File: src/rtl/cnt_track_if.sv
// Event channel between cnt_track and its consumer.
// Latency: none, wires only.
// Backpressure: consumer holds ev_ready low to stall; the head stays put until it is taken.
interface cnt_track_if #(
   parameter int WIDTH = 12
);
   logic             ev_valid;
   logic [WIDTH+1:0] ev_data;
   logic             ev_ready;

   modport master (output ev_valid, output ev_data, input ev_ready);
   modport slave  (input ev_valid, input ev_data, output ev_ready);
endinterface

File: src/rtl/cnt_track.sv
// Small first-word-fall-through FIFO; a write while full is accepted only when a pop frees a slot.
// Latency: a write is visible at the head the cycle after its edge.
// Backpressure: rd_rdy low holds the head; full is exported so the writer can account for losses.
module cnt_track_fifo #(
   parameter int W     = 14,
   parameter int DEPTH = 4
) (
   input  logic         clock,
   input  logic         resetn,
   input  logic         wr_vld,
   input  logic [W-1:0] wr_dat,
   output logic         rd_vld,
   output logic [W-1:0] rd_dat,
   input  logic         rd_rdy,
   output logic         full
);
   localparam int AW = $clog2(DEPTH);

   logic [W-1:0] mem [DEPTH];
   logic [AW:0]  wr_ptr;
   logic [AW:0]  rd_ptr;
   logic [AW:0]  used;
   logic         pop;
   logic         wr_en;

   assign used   = wr_ptr - rd_ptr;
   assign full   = (used == (AW+1)'(DEPTH));
   assign rd_vld = (wr_ptr != rd_ptr);
   // Data reads as zero when empty so an idle or reset channel shows a clean bus.
   assign rd_dat = rd_vld ? mem[rd_ptr[AW-1:0]] : '0;
   assign pop    = rd_vld & rd_rdy;
   assign wr_en  = wr_vld & (~full | pop);

   // Pointer update; the extra MSB distinguishes full from empty.
   always_ff @(posedge clock or negedge resetn) begin
      if (!resetn) begin
         wr_ptr <= '0;
         rd_ptr <= '0;
      end else begin
         if (wr_en) wr_ptr <= wr_ptr + 1'b1;
         if (pop)   rd_ptr <= rd_ptr + 1'b1;
      end
   end

   // Storage write; contents need no reset since rd_vld gates them.
   always_ff @(posedge clock) begin
      if (wr_en) mem[wr_ptr[AW-1:0]] <= wr_dat;
   end
endmodule

// Unwraps a 4-bit upstream count, checks its step size and queues WRAP/ERR events.
// Latency: ext_cnt/wrap/err one cycle after the sampling edge; events at the FIFO head one cycle after it.
// Backpressure: ev_ready low holds the head; events arriving while the FIFO is full are dropped and counted.
module cnt_track #(
   parameter int WIDTH = 12,
   parameter int DEPTH = 4
) (
   input  logic             clock,
   input  logic             resetn,
   input  logic             en,
   input  logic [3:0]       cnt,
   input  logic [3:0]       delta_exp = 4'd10,
   input  logic             clr,
   output logic [WIDTH-1:0] ext_cnt,
   output logic             wrap,
   output logic             err,
   cnt_track_if.master      ev,
   output logic [7:0]       drop_cnt
);
   localparam logic [1:0] IDLE  = 2'd0;
   localparam logic [1:0] TRACK = 2'd1;
   localparam logic [1:0] ERROR = 2'd2;

   localparam logic [1:0] EV_WRAP = 2'b01;
   localparam logic [1:0] EV_ERR  = 2'b10;

   logic [1:0]       state;
   logic [3:0]       prev;
   logic [3:0]       d;
   logic [WIDTH-1:0] sum;
   logic             sample;
   logic             mismatch;
   logic             crossed;
   logic             push;
   logic [WIDTH+1:0] push_dat;
   logic             fifo_full;
   logic             fifo_vld;
   logic [WIDTH+1:0] fifo_dat;
   logic             pop;

   // Step decode for a tracked sample; clr wins over en so a clearing cycle never samples.
   assign d        = cnt - prev;
   assign sum      = ext_cnt + WIDTH'(d);
   assign sample   = en & ~clr & (state == TRACK);
   assign mismatch = (d != delta_exp);
   assign crossed  = (cnt < prev);
   // A mismatching sample reports ERR only, even if it also wrapped.
   assign push     = sample & (mismatch | crossed);
   assign push_dat = {(mismatch ? EV_ERR : EV_WRAP), sum};
   assign pop      = fifo_vld & ev.ev_ready;
   assign err      = (state == ERROR);

   // Tracking FSM with the unwrapped count and the one-cycle wrap pulse.
   always_ff @(posedge clock or negedge resetn) begin
      if (!resetn) begin
         state   <= IDLE;
         prev    <= '0;
         ext_cnt <= '0;
         wrap    <= 1'b0;
      end else begin
         wrap <= 1'b0;
         if (clr) begin
            state <= IDLE;
         end else begin
            case (state)
               IDLE: begin
                  if (en) begin
                     prev    <= cnt;
                     ext_cnt <= WIDTH'(cnt);
                     state   <= TRACK;
                  end
               end
               TRACK: begin
                  if (en) begin
                     prev    <= cnt;
                     ext_cnt <= sum;
                     wrap    <= crossed;
                     if (mismatch) state <= ERROR;
                  end
               end
               default: begin
                  state <= state;
               end
            endcase
         end
      end
   end

   // Loss counter: a push finds no room only when full with no pop on the same edge.
   always_ff @(posedge clock or negedge resetn) begin
      if (!resetn) begin
         drop_cnt <= '0;
      end else if (push && fifo_full && !pop && (drop_cnt != 8'hff)) begin
         drop_cnt <= drop_cnt + 8'd1;
      end
   end

   cnt_track_fifo #(
      .W     (WIDTH + 2),
      .DEPTH (DEPTH)
   ) u_fifo (
      .clock  (clock),
      .resetn (resetn),
      .wr_vld (push),
      .wr_dat (push_dat),
      .rd_vld (fifo_vld),
      .rd_dat (fifo_dat),
      .rd_rdy (ev.ev_ready),
      .full   (fifo_full)
   );

   assign ev.ev_valid = fifo_vld;
   assign ev.ev_data  = fifo_dat;
endmodule
File: src/flat_wrapper.sv
// flat-port wrapper written by rule: the top's interface ports become plain ports
module cnt_track_flat 
#(
   parameter int WIDTH = 12,
   parameter int DEPTH = 4
)
  (clock, resetn, en, cnt, delta_exp, clr, ext_cnt, wrap, err, drop_cnt, ev_ev_valid, ev_ev_data, ev_ev_ready);
  cnt_track_if #(.WIDTH(WIDTH)) ev_i ();
  input  logic clock;
  input  logic resetn;
  input  logic en;
  input  logic [3:0] cnt;
  input  logic [3:0] delta_exp;
  input  logic clr;
  output logic [WIDTH-1:0] ext_cnt;
  output logic wrap;
  output logic err;
  output logic [7:0] drop_cnt;
  output wire logic [$bits(ev_i.ev_valid)-1:0] ev_ev_valid;
  output wire logic [$bits(ev_i.ev_data)-1:0] ev_ev_data;
  input wire logic [$bits(ev_i.ev_ready)-1:0] ev_ev_ready;
  assign ev_ev_valid = ev_i.ev_valid;
  assign ev_ev_data = ev_i.ev_data;
  assign ev_i.ev_ready = ev_ev_ready;
  cnt_track #(.WIDTH(WIDTH), .DEPTH(DEPTH)) u_core (.clock(clock), .resetn(resetn), .en(en), .cnt(cnt), .delta_exp(delta_exp), .clr(clr), .ext_cnt(ext_cnt), .wrap(wrap), .err(err), .ev(ev_i), .drop_cnt(drop_cnt));
endmodule
File: config.mk
export PLATFORM = sky130hd
export DESIGN_NAME = cnt_track_flat
export DESIGN_NICKNAME = d
export VERILOG_FILES = /design/src/rtl/cnt_track_if.sv /design/src/rtl/cnt_track.sv /design/src/flat_wrapper.sv
export SDC_FILE = /design/constraint.sdc
export NUM_CORES = 1
export LEC_CHECK = 0
export BUFFER_PORTS_ARGS = -buffer_cell sky130_fd_sc_hd__clkbuf_2
export CORE_ASPECT_RATIO = 0.6
export CORE_MARGIN = 2
export CORE_UTILIZATION = 30
export DETAILED_ROUTE_END_ITERATION = 8
export MAX_ROUTING_LAYER = met4
export PLACE_DENSITY = 0.54
export SYNTH_ARGS = -nofsm -noshare
export SYNTH_HDL_FRONTEND = slang
export SYNTH_SLANG_ARGS = --single-unit
File: constraint.sdc
create_clock -name clock -period 2.7 [get_ports clock]
set_input_delay 0.135 -clock clock [delete_from_list [all_inputs] [get_ports clock]]
set_output_delay 0.135 -clock clock [all_outputs]
set_load 0.005 [all_outputs]
# After elaboration in Yosys (flattened, before gate mapping)
# Memory sizes are Yosys's and may differ from the RTL's.
# Cells that the tools add are included.
# W data, S select, Z words.
dict set report word_totals {
  regBits 33
  ram_bits 56
  out_inout_bits 37
  elab_cells 61
  n_memories 1
}
# memory depth word_bits rd rd_ports_with_merged_regs write_ports line
set memory_table {}
lappend memory_table {u_core.u_fifo.mem 4 14 1 0 1 cnt_track.sv:19} ;# logic [W-1:0] mem [DEPTH];
dict set report op_classes {
  n_addsub 6
  order_cmp 1
  eq_ne 11
  n_mux 15
  bitwise 9
  reduce_logical 11
}
# operator count
set op_table {}
lappend op_table {{$mux W12} 2}
lappend op_table {{$pmux W12 S2} 1}
lappend op_table {{$mux W14} 1}
lappend op_table {{$add A12 B4 Y12} 1}
lappend op_table {{$mux W2} 5}
lappend op_table {{$add A8 B1 Y8 const B} 1}
lappend op_table {{$ne A8 B8 Y1 const B} 1}
lappend op_table {{$reduce_and A4 Y1} 2}
lappend op_table {{$add A3 B1 Y3 const B} 2}
lappend op_table {{$ne A3 B3 Y1 const B} 2}
lappend op_table {{$and A1 B1 Y1} 5}
lappend op_table {{$mux W1} 5}
lappend op_table {{$lt A4 B4 Y1} 1}
lappend op_table {{$ne A2 B2 Y1 const B} 2}
lappend op_table {{$ne A4 B4 Y1} 1}
lappend op_table {{$pmux W2 S2} 1}
lappend op_table {{$sub A4 B4 Y4} 1}
lappend op_table {{$eq A3 B3 Y1 const B} 1}
lappend op_table {{$logic_and A1 B1 Y1} 3}
lappend op_table {{$ne A3 B2 Y1 const B} 1}
lappend op_table {{$ne A3 B3 Y1} 1}
lappend op_table {{$reduce_and A3 Y1} 1}
lappend op_table {{$reduce_bool A3 Y1} 1}
lappend op_table {{$sub A3 B3 Y3} 1}
lappend op_table {{8 further kinds} 10}

# Longest topological paths before layout
# Gate-level depths: netlist of run 1.
dict set report logic_depth {
  word_depth 7
  depth_mapped 12
  depth_no_buf 12
}

# Cells and area by module
# A second synthesis of run 1 with hierarchy kept.
dict set report hier_totals {
  hier_cells 329
  hier_area_um2 4389.2
}
# module instances cells_per_inst area_each_um2 seq_area_each_um2
set modules_own_cells {}
lappend modules_own_cells {cnt_track_fifo 1 131 2542.4 1831.8}
lappend modules_own_cells {cnt_track 1 198 1846.8 675.6}

# Worst setup path after synthesis of run 1
# OpenSTA, ideal clock, no wires.
dict set report synth_path {
  kind {reg2reg}
  from {reg u_core.u_fifo.rd_ptr[1]}
  to {mem u_core.u_fifo.mem[3][0] (enable)}
  arrival_time_ps 2388
  setup_slack_ps -61
  path_stages_with_launch 10
  path_cell_list {dfrtp_1 -> clkbuf_1 -> clkbuf_1 -> inv_1 -> ha_1 -> nor2b_1 -> nor3_2 -> o211a_1 -> a211oi_4 -> and2_1}
}
dict set report synth_between {
  elab_chain_len 7
  elab_cells_between_ends 9
  classes_between {1 x add/sub; 2 x eq/ne; 2 x mux; 4 x bitwise}
}
# item line
set synth_lines {}
lappend synth_lines {{from (decl)} cnt_track.sv:21} ;# logic [AW:0] rd_ptr;
lappend synth_lines {{from (signal assigned)} cnt_track.sv:41} ;# if (pop) rd_ptr <= rd_ptr + 1'b1;
lappend synth_lines {{$sub A3 B3 Y3} cnt_track.sv:26} ;# assign used = wr_ptr - rd_ptr;
lappend synth_lines {{$eq A3 B3 Y1} cnt_track.sv:27} ;# assign full = (used == (AW+1)'(DEPTH));
lappend synth_lines {{$not A1 Y1} cnt_track.sv:32} ;# assign wr_en = wr_vld & (~full | pop);
lappend synth_lines {{$or A1 B1 Y1 *} cnt_track.sv:32}
lappend synth_lines {{$and A1 B1 Y1 *} cnt_track.sv:32}
lappend synth_lines {{$mux W1 *} cnt_track.sv:47} ;# if (wr_en) mem[wr_ptr[AW-1:0]] <= wr_dat;
lappend synth_lines {{$mux W1 (not written as such) *} cnt_track.sv:47}
lappend synth_lines {{to (decl)} cnt_track.sv:19}
# Mark *: on every way between the ends. The rest lies on a longest branch, timed or not.

# Worst setup path after layout of run 1
dict set report layout_path {
  from {reg u_core.prev[0]}
  to {reg u_core.ext_cnt[6]}
}
dict set report layout_between {
  elab_chain_len 4
}
# item line
set layout_lines {}
lappend layout_lines {{from (decl)} cnt_track.sv:78} ;# logic [3:0] prev;
lappend layout_lines {{from (signal assigned)} cnt_track.sv:118} ;# prev <= cnt;
lappend layout_lines {{from (signal assigned)} cnt_track.sv:125} ;# prev <= cnt;
lappend layout_lines {{$sub A4 B4 Y4} cnt_track.sv:92} ;# assign d = cnt - prev;
lappend layout_lines {{$add A12 B4 Y12} cnt_track.sv:93} ;# assign sum = ext_cnt + WIDTH'(d);
lappend layout_lines {{$mux W12} cnt_track.sv:124} ;# if (en) begin
lappend layout_lines {{$pmux W12 S2} cnt_track.sv:115} ;# case (state)
lappend layout_lines {{to (signal assigned)} cnt_track.sv:119} ;# ext_cnt <= WIDTH'(cnt);
lappend layout_lines {{to (signal assigned)} cnt_track.sv:126} ;# ext_cnt <= sum;
lappend layout_lines {{to (decl)} cnt_track.sv:64} ;# output logic [WIDTH-1:0] ext_cnt,
# No other way between the ends. The select of a mux whose other input is x is not followed.
# A chain may end at the register's enable or synchronous reset.

==> impl_metrics.py, run 1 <==
metrics = {
    "die": {
        "die_area_um2": 15160,
        "rows": 33,
        "ios": 50,
        "initial_core_util": 0.3089,
        "core_um2": 13750,
        "die_w_um": 157.6,
        "fp.dieH_um": 96.17,
    },
    "power_and_ir_drop": {
        "p_switching_uw": 1659,
        "seq_power_share": 0.361,
        "pwr-share-comb": 0.388,
        "ir_worst_vdd_uv": 383.8,
        "p_leak_uw": 0.002200,
        "p_int_uw": 3405,
        "clockPowerShare": 0.251,
        "p_per_area_nw_per_um2": 929.2,
        "swShare": 0.3277,
    },
    "yosys": {
        "synth_edf_count": 56,
        "syn_nets": 338,
        "seq_area_frac_synth": 0.5903,
        "post-synth-top-area-cell": "edfxtp_1",
        "synthCells": 307,
        "netlist.area_leader.share": 0.3959,
        "synth_area_leaders": "edfxtp_1 (40%), dfrtp_1 (19%), mux4_2 (7.4%)",
        "synth_flop_cell": "edfxtp_1",
        "async_flop_share": 0.3708,
        "synth-warning-count": 0,
        "yosysUniqueCellTypes": 48,
        "syn-cell-area_um2": 4248,
        "ys_ff_latch": 89,
        "synth_area_per_cell_um2": 13.84,
    },
    "worst_setup_path": {
        "cp_max_fo": 3,
        "critPathRequiredTime_ps": 2920,
        "crit_end": "u_core.ext_cnt[6]",
        "reg2reg_to": "u_core.ext_cnt[6]",
        "cp_num_cells": 12,
        "crit_chain": "ha_2 > fa_2 > buf_4 > fa_2 > nor2b_1 > o21a_1 > buf_6 > o211ai_1 > buf_4 > a21oi_1 > nand2b_1 > o31ai_1",
        "r2r-start": "u_core.prev[0]",
        "critPathLaunchType": "flop",
        "crit_type": "reg2reg",
        "regToRegSetupSlack_ps": 60,
        "critPathSlowestCell": "fa_2",
        "cp_slowest_stage_delay_ps": 440,
        "reg2reg_depth": 12,
        "path_buf_inv": 3,
        "crit_family": "adder cells",
        "crit_start": "u_core.prev[0]",
        "endpoint_kind": "flop",
        "crit_arrival_ps": 2850,
    },
    "global_route": {
        "grt_start_max_net_pins": 34,
        "grt_pass1_wl_um": 15440,
        "antenna_found_initial": 0,
        "overflow": 0,
        "grt_usage": 0.1417,
        "grt_pass1_vias": 2833,
    },
    "layout": {
        "final_cell_mix": "edfxtp_1 (56), clkbuf_2 (49), dfrtp_1 (33)",
        "multi_input_area_um2": 1814,
        "layout-drive-gt1-share": 0.3728,
        "syn2layout_area_growth_pct": 28.31,
        "nFillCells": 1311,
        "final_nets": 423,
        "postLayoutCellArea_um2": 5450,
        "num_antenna_cells": 0,
        "seq_area_um2": 2507,
        "layout_commonest_cell": "edfxtp_1",
    },
    "timing": {
        "slew_violations": 0,
        "fin_worst_skew_ps": 5.908,
        "rsz0062_at_grt": "yes",
        "relSlewSlack": 0.3883,
        "fin_crit_sh": 0.9763,
        "tightestPinTransition_ps": 917.5,
        "fmax_mhz": 379.4,
        "hold_viol": 0,
        "period_needed_ps": 2636,
        "fin_ws_ps": 64.09,
        "setup_violations": 0,
    },
    "min_path": {
        "hold_path_class": "in2reg",
    },
    "status": {
        "status": "finished, final reports clean",
    },
    "clock_network": {
        "clock_path_buffers": 2,
        "cts_sinks": 89,
        "clkTransAtPathRegs_ps": 70,
        "cts_tree": "built",
        "root_buffer": "clkbuf_16",
        "clk-insertion-delay-late_ps": 350,
        "cts_buffers": 9,
        "cts.htree.levels": 3,
    },
    "placed_design": {
        "gp_congestion": 0.8203,
        "place_hpwl_um": 6738,
        "port_buffers": 49,
        "pre_cts_ws_ps": -92.75,
        "placed_area_um2": 4902,
    },
    "detailed_routing": {
        "firstDrtPassIters": 4,
        "drtIter0Drc": 148,
        "drtAntennaViolNets": 0,
        "wl_per_cell_um": 16.27,
        "routed_wl_um": 9581,
        "drt-vias-per-instance": 4.598,
        "vias": 2708,
        "drcViolationCount": 0,
    },
    "job": {
        "maxCapViolations": 0,
    },
}
==> how the worst min path moves through the flow <==
stage	from	end	slack [ps]	depth (start not counted)
final	en	u_core.state[1]	40	3
after global routing	en	u_core.state[1]	60	3
after CTS	en	u_core.state[1]	40	3
after detailed placement	resetn	u_core.u_fifo.rd_ptr[0]	310	1
after global placement	resetn	u_core.u_fifo.rd_ptr[0]	300	1
after floorplan	resetn	u_core.drop_cnt[0]	-160	0
==> stage by stage <==
stage / instances / utilization / hold WS (ps) / setup TNS [ps] / total power (uW)
3_5_place_dp: 564 / 0.3565 / 308.2 / -1823 / 3701
2_1_floorplan: 307 / - / -160.6 / 0 / 2921
5_1_grt: 589 / 0.3964 / 64.85 / -540.2 / 5415
6_report: 589 / 0.3964 / 44.11 / 0 / 5064
4_1_cts: 587 / 0.3874 / 38.82 / 0 / 5033
3_3_place_gp: 564 / 0.3565 / 301.1 / -215.2 / 3657
==> kinds of logic (layout without fill, tap and decap cells) <==
| family | after synthesis | after routing | synth area share |
|---|---|---|---|
| flops | 89 | 89 | 0.5903 |
| simple gates | 86 | 86 | 0.1096 |
| compound gates | 43 | 43 | 0.07570 |
| xor+xnor | 27 | 27 | 0.05920 |
| buf+inv | 26 | 116 | 0.02445 |
| fa+ha+maj | 18 | 18 | 0.05655 |
| mux | 18 | 18 | 0.08424 |
==> cells in the mapped netlist, types with 7 or more instances <==
library cell  number
and2_1            18
inv_1             17
nor2_1            13
edfxtp_1          56
xnor2_1           19
o21ai_0           17
nand2_1           18
nor2b_1            8
dfrtp_1           33
ha_1              16
mux4_2            14
xor2_1             7
==> power groups by stage <==
stage               sequential (uW)  combinational, uW  clock [uW]
floorplan                      1810               1110           0
global placement               1840               1820           0
detailed placement             1840               1860           0
CTS                            1820               1910        1300
global route                   1850               2210        1360
finish                         1830               1970        1270
==> registers in the layout (all words and copies together), names as in the netlist <==
name and flops:
u_core.u_fifo.rd_ptr 3, u_core.u_fifo.mem 56, u_core.wrap 1, u_core.u_fifo.wr_ptr 3, u_core.drop_cnt 8, u_core.prev 4
u_core.ext_cnt 12, u_core.state 2
==> per-layer routing <==
| metal | share of wire | wire, um | track usage |
|---|---|---|---|
| met1 | 0.53 | 5090 | 0.2014 |
| met2 | 0.42 | 4015 | 0.2007 |
| met3 | 0.041 | 390 | 0.04052 |
| met4 | 0.0088 | 84 | 0.03106 |
| met5 | 0 | 0 | - |
==> layout make-up <==
| type | instances | area share |
|---|---|---|
| Inverter | 17 | 0.01171 |
| Clock inverter | 6 | 0.01354 |
| Timing Repair Buffer | 83 | 0.09573 |
| Clock buffer | 10 | 0.04201 |
| Multi-Input combinational cell | 192 | 0.3329 |
| Sequential cell | 89 | 0.4601 |
| Tap cell | 192 | 0.04408 |
==> worst min-delay path, cell delays in order <==
cell,delay [ps]
clkbuf_2,90
a21oi_1,50
nor2_1,70
==> what timing repair did <==
| item | CTS | global route |
|---|---|---|
| buffers inserted | 6 | 3 |
| setup endpoints to repair | 32 | 85 |
| hold buffers | 2 | 0 |
| pin swaps | 10 | 14 |
| endpoints found under the hold margin | 35 | 0 |
| gates resized for setup | 16 | 17 |
No activity file was read; power rests on OpenSTA's default activity.
==> run 2, diff against run 1 <==
--- a/config.mk
+++ b/config.mk
@@ -12,6 +12,7 @@
 export DETAILED_ROUTE_END_ITERATION = 8
 export MAX_ROUTING_LAYER = met4
 export PLACE_DENSITY = 0.54
+export RECOVER_POWER = 50
 export SYNTH_ARGS = -nofsm -noshare
 export SYNTH_HDL_FRONTEND = slang
 export SYNTH_SLANG_ARGS = --single-unit
==> impl_metrics.py, run 2 (same netlist as run 1, synthesis figures left out) <==
metrics = {
    "status": {
        "status": "finished with violations",
        "violations": "max-capacitance violations, max-slew violations",
    },
    "layout": {
        "largest_reg_flops": 56,
        "num_antenna_cells": 0,
        "stdcell_count": 589,
        "syn2layout_area_growth_pct": 28.01,
        "layout-drive-gt1-share": 0.3476,
        "final_cell_mix": "edfxtp_1 (56), clkbuf_2 (39), dfrtp_1 (33)",
        "layout_commonest_cell": "edfxtp_1",
        "final_nets": 423,
    },
    "clock_network": {
        "cts_sinks": 89,
        "root_buffer": "clkbuf_16",
        "cts.htree.levels": 3,
        "clk-insertion-delay-late_ps": 350,
        "clkTransAtPathRegs_ps": 70,
        "cts_buffers": 9,
        "clock_path_buffers": 2,
        "cts_tree": "built",
    },
    "die": {
        "ios": 50,
        "fp.dieH_um": 96.17,
        "die_area_um2": 15160,
        "core_um2": 13750,
        "rows": 33,
        "initial_core_util": 0.3089,
        "die_w_um": 157.6,
    },
    "detailed_routing": {
        "drt-vias-per-instance": 4.608,
        "routed_wl_um": 9584,
        "drtAntennaViolNets": 0,
        "drcViolationCount": 0,
        "drtIter0Drc": 169,
        "vias": 2714,
        "firstDrtPassIters": 4,
        "wl_per_cell_um": 16.27,
    },
    "worst_setup_path": {
        "endpoint_kind": "flop",
        "critPathLaunchType": "flop",
        "cp_max_fo": 3,
        "cp_slowest_stage_delay_ps": 440,
        "crit_arrival_ps": 2850,
        "reg2reg_depth": 12,
        "path_buf_inv": 3,
        "critPathRequiredTime_ps": 2920,
        "cp_num_cells": 12,
        "crit_type": "reg2reg",
        "crit_family": "adder cells",
        "crit_chain": "ha_2 > fa_2 > buf_4 > fa_2 > nor2b_1 > o21a_1 > buf_6 > o211ai_1 > buf_4 > a21oi_1 > nand2b_1 > o31ai_1",
        "critPathSlowestCell": "fa_2",
    },
    "placed_design": {
        "place_hpwl_um": 6738,
        "port_buffers": 49,
        "gp_congestion": 0.8203,
        "place_inst": 564,
    },
    "min_path": {
        "hold_depth": 3,
        "hold_path_class": "in2reg",
    },
    "power_and_ir_drop": {
        "ir_worst_vdd_uv": 382.9,
        "p_leak_uw": 0.002167,
        "p_per_area_nw_per_um2": 930.7,
    },
    "timing": {
        "holdWs_ps": 45.00,
        "relSlewSlack": -0.3135,
        "fin_worst_skew_ps": 5.458,
        "hold_viol": 0,
        "setup_violations": 0,
        "slew_violations": 34,
        "period_needed_ps": 2635,
        "fmax_mhz": 379.5,
        "rsz0062_at_grt": "yes",
        "fin_crit_sh": 0.9759,
        "tightestPinTransition_ps": 1970,
    },
    "global_route": {
        "grt_usage": 0.1417,
        "overflow": 0,
        "grt_pass1_vias": 2833,
        "grt_pass1_wl_um": 15440,
        "grt_start_max_net_pins": 34,
        "antenna_found_initial": 0,
    },
    "job": {
        "maxCapViolations": 1,
    },
}
run 2: cell counts in the layout (fill, tap and decap cells not counted):
No cell type changed its count.
run 2: through the flow:
step	TNS [ps]	utilization	area (um2)	setup WS, ps	total power (uW)
2_1_floorplan	0	-	4257	85.21	2921
3_3_place_gp	-215.2	0.3565	4902	-52.32	3657
4_1_cts	0	0.3874	5326	10.78	5033
6_report	0	0.3955	5438	65.04	5061
3_5_place_dp	-1823	0.3565	4902	-92.75	3701
5_1_grt	-541.6	0.3955	5438	-80.47	5409
run 2: what timing repair did:
item                       4_1_cts  5_1_grt
gates cloned                     0        0
resized for setup               16       17
buffers inserted                 6        3
setup endpoints to repair       32       85
pin swaps                       10       14
hold endpoints to repair        35        0
hold buffers                     2        0
run 2: worst paths after layout:
path                       slack (ps)                 endpoint                from
setup reg to reg                   70        u_core.ext_cnt[6]      u_core.prev[0]
max in group asynchronous         660       u_core.ext_cnt[11]              resetn
hold / removal                     40          u_core.state[1]                  en
hold reg to reg                   500       u_core.drop_cnt[4]  u_core.drop_cnt[4]
setup / recovery                   70        u_core.ext_cnt[6]      u_core.prev[0]
min in group asynchronous         890  u_core.u_fifo.rd_ptr[0]              resetn
run 2: tightest hold or removal path, stage by stage:
cell and delay (ps):
clkbuf_2 90, a21oi_1 50, nor2_1 70
run 2: where the power goes:
group	total (uW)	switching (uW)	leakage (uW)	internal [uW]
logic	1960	978	0.00107	982
clock network	1270	541	0.000148	729
registers	1830	142	0.000945	1690
run 2: layer usage:
metal,up-vias,share of wire,GRT usage
met5,-,0,-
met4,0,0.0093,0.03106
met3,12,0.041,0.04052
li1,1281,-,-
met1,1360,0.53,0.2014
met2,61,0.42,0.2007
run 2: final cells by class:
| class | count | area (um2) |
|---|---|---|
| clock buffer | 10 | 229.0 |
| clock inverter | 6 | 73.82 |
| fill | 1314 | 8312 |
| inverter | 17 | 63.81 |
| multi-input combinational | 192 | 1814 |
| sequential | 89 | 2507 |
| tap | 192 | 240.2 |
| timing repair buffer | 83 | 509.2 |
==> run 3, diff against run 2 <==
--- a/config.mk
+++ b/config.mk
@@ -10,7 +10,7 @@
 export CORE_MARGIN = 2
 export CORE_UTILIZATION = 30
 export DETAILED_ROUTE_END_ITERATION = 8
-export MAX_ROUTING_LAYER = met4
+export HOLD_SLACK_MARGIN = 0.06
 export PLACE_DENSITY = 0.54
 export RECOVER_POWER = 50
 export SYNTH_ARGS = -nofsm -noshare
==> impl_metrics.py, run 3 (same netlist as run 1, synthesis figures left out) <==
metrics = {
    "status": {
        "status": "finished with violations",
        "violations": "max-capacitance violations, max-slew violations",
    },
    "placed_design": {
        "gp_congestion": 0.8085,
        "place_hpwl_um": 6738,
        "place_inst": 564,
        "port_buffers": 49,
        "placed_area_um2": 4902,
    },
    "power_and_ir_drop": {
        "p_int_uw": 3404,
        "p_switching_uw": 1662,
        "seq_power_share": 0.361,
        "clockPowerShare": 0.251,
        "p_per_area_nw_per_um2": 924.8,
        "p_leak_uw": 0.002184,
        "swShare": 0.3282,
        "ir_worst_vdd_uv": 383.8,
        "pwr-share-comb": 0.388,
    },
    "worst_setup_path": {
        "cp_slowest_stage_delay_ps": 530,
        "endpoint_kind": "flop",
        "critPathLaunchType": "primary input",
        "crit_arrival_ps": 2860,
        "crit_chain": "dlygate4sd3_1 > clkbuf_2 > inv_1 > fa_2 > buf_4 > fa_2 > nor2b_1 > o21a_1 > buf_6 > o211ai_1 > buf_4 > a21oi_1 > nand2b_1 > o31ai_1",
        "critPathSlowestCell": "dlygate4sd3_1",
        "crit_family": "buffers and inverters",
        "crit_type": "in2reg",
        "path_buf_inv": 6,
        "cp_max_fo": 3,
        "critPathRequiredTime_ps": 2920,
    },
    "die": {
        "core_um2": 13750,
        "fp.dieH_um": 96.17,
        "die_area_um2": 15160,
        "die_w_um": 157.6,
        "initial_core_util": 0.3089,
        "ios": 50,
        "rows": 33,
    },
    "global_route": {
        "gr-usage-met3": 0.04502,
        "grt_use_met1": 0.2017,
        "grt_pass1_vias": 2836,
        "grt_start_max_net_pins": 34,
        "gr-usage-met2": 0.1996,
        "antenna_found_initial": 0,
        "grt_usage": 0.1381,
        "busiest_layer": "met1",
        "grt_pass1_wl_um": 15480,
        "overflow": 0,
    },
    "layout": {
        "final_nets": 427,
        "largest_reg_flops": 56,
        "stdcell_count": 593,
        "num_antenna_cells": 0,
        "layout-drive-gt1-share": 0.3441,
        "final_cell_mix": "edfxtp_1 (56), clkbuf_2 (39), dfrtp_1 (33)",
        "final_util": 0.3984,
        "layout_commonest_cell": "edfxtp_1",
        "postLayoutCellArea_um2": 5478,
        "syn2layout_area_growth_pct": 28.95,
    },
    "clock_network": {
        "root_buffer": "clkbuf_16",
        "clock_path_buffers": 2,
        "cts_sinks": 89,
        "cts.htree.levels": 3,
        "cts_buffers": 9,
        "clkTransAtPathRegs_ps": 70,
        "cts_tree": "built",
        "clk-insertion-delay-late_ps": 350,
    },
    "min_path": {
        "hold_path_class": "in2reg",
    },
    "timing": {
        "hold_viol": 0,
        "fin_crit_sh": 0.9777,
        "tightestPinTransition_ps": 1959,
        "rsz0062_at_grt": "yes",
        "fin_tns_setup_ps": 0,
        "period_needed_ps": 2640,
        "fin_worst_skew_ps": 5.229,
        "slew_violations": 34,
        "setup_violations": 0,
        "relSlewSlack": -0.3058,
        "holdWs_ps": 74.73,
        "fmax_mhz": 378.8,
    },
    "detailed_routing": {
        "vias": 2719,
        "firstDrtPassIters": 6,
        "drtAntennaViolNets": 0,
        "drtIter0Drc": 145,
        "routed_wl_um": 9557,
        "drcViolationCount": 0,
        "drt-vias-per-instance": 4.585,
        "wl_per_cell_um": 16.12,
    },
    "job": {
        "maxCapViolations": 1,
    },
}
run 3: cell count changes in the layout (fill, tap and decap cells not counted), sizes merged:
cell         before  now
dlygate4sd3       2    6
run 3: per-layer routing:
layer	routed length, um	vias to the layer above
met4	83	0
met1	5041	1351
met5	0	-
li1	-	1295
met3	454	10
met2	3977	63
run 3: path summary, 6_finish.rpt:
| check | end | slack, ps | from | depth (start not counted) |
|---|---|---|---|---|
| hold reg to reg | u_core.prev[0] | 490 | u_core.prev[0] | 2 |
| setup / recovery | u_core.ext_cnt[6] | 60 | cnt[1] | 14 |
| min in group asynchronous | u_core.u_fifo.rd_ptr[0] | 890 | resetn | 2 |
| hold / removal | u_core.prev[0] | 70 | cnt[0] | 3 |
| max in group asynchronous | u_core.ext_cnt[11] | 670 | resetn | 2 |
| setup reg to reg | u_core.ext_cnt[6] | 60 | u_core.prev[0] | 12 |
run 3: power groups by stage:
stage                     Sequential, uW  Clock (uW)  Combinational [uW]
after floorplan                     1810           0                1110
after global placement              1840           0                1820
after detailed placement            1840           0                1860
after CTS                           1820        1300                1920
after global routing                1850        1360                2200
final                               1830        1270                1960
run 3: area by class of cell:
type | count | area, um2
Clock buffer | 10 | 229.0
Clock inverter | 6 | 73.82
Fill cell | 1309 | 8272
Inverter | 17 | 63.81
Multi-Input combinational cell | 192 | 1814
Sequential cell | 89 | 2507
Tap cell | 192 | 240.2
Timing Repair Buffer | 87 | 549.3
run 3: worst register-to-register path, cell delays in order, from the launching register on:
cell and delay (ps):
dfrtp_1 390, ha_2 190, fa_2 440, buf_4 160, fa_2 350, nor2b_1 120
o21a_1 170, buf_6 120, o211ai_1 80, buf_4 180, a21oi_1 120, nand2b_1 120
o31ai_1 70
run 3: repair_timing:
item,4_1_cts,5_1_grt
resized for setup,16,17
endpoints found under the setup margin,32,85
endpoints found under the hold margin,38,0
pin swaps,10,14
setup buffers,6,3
hold buffers,6,0
run 3: through the flow:
| step | power (uW) | setup WS, ps |
|---|---|---|
| finish | 5066 | 60.17 |
| global route | 5414 | -80.47 |
| CTS | 5037 | 10.78 |
| detailed placement | 3701 | -92.75 |
| global placement | 3657 | -52.32 |
| floorplan | 2921 | 85.21 |
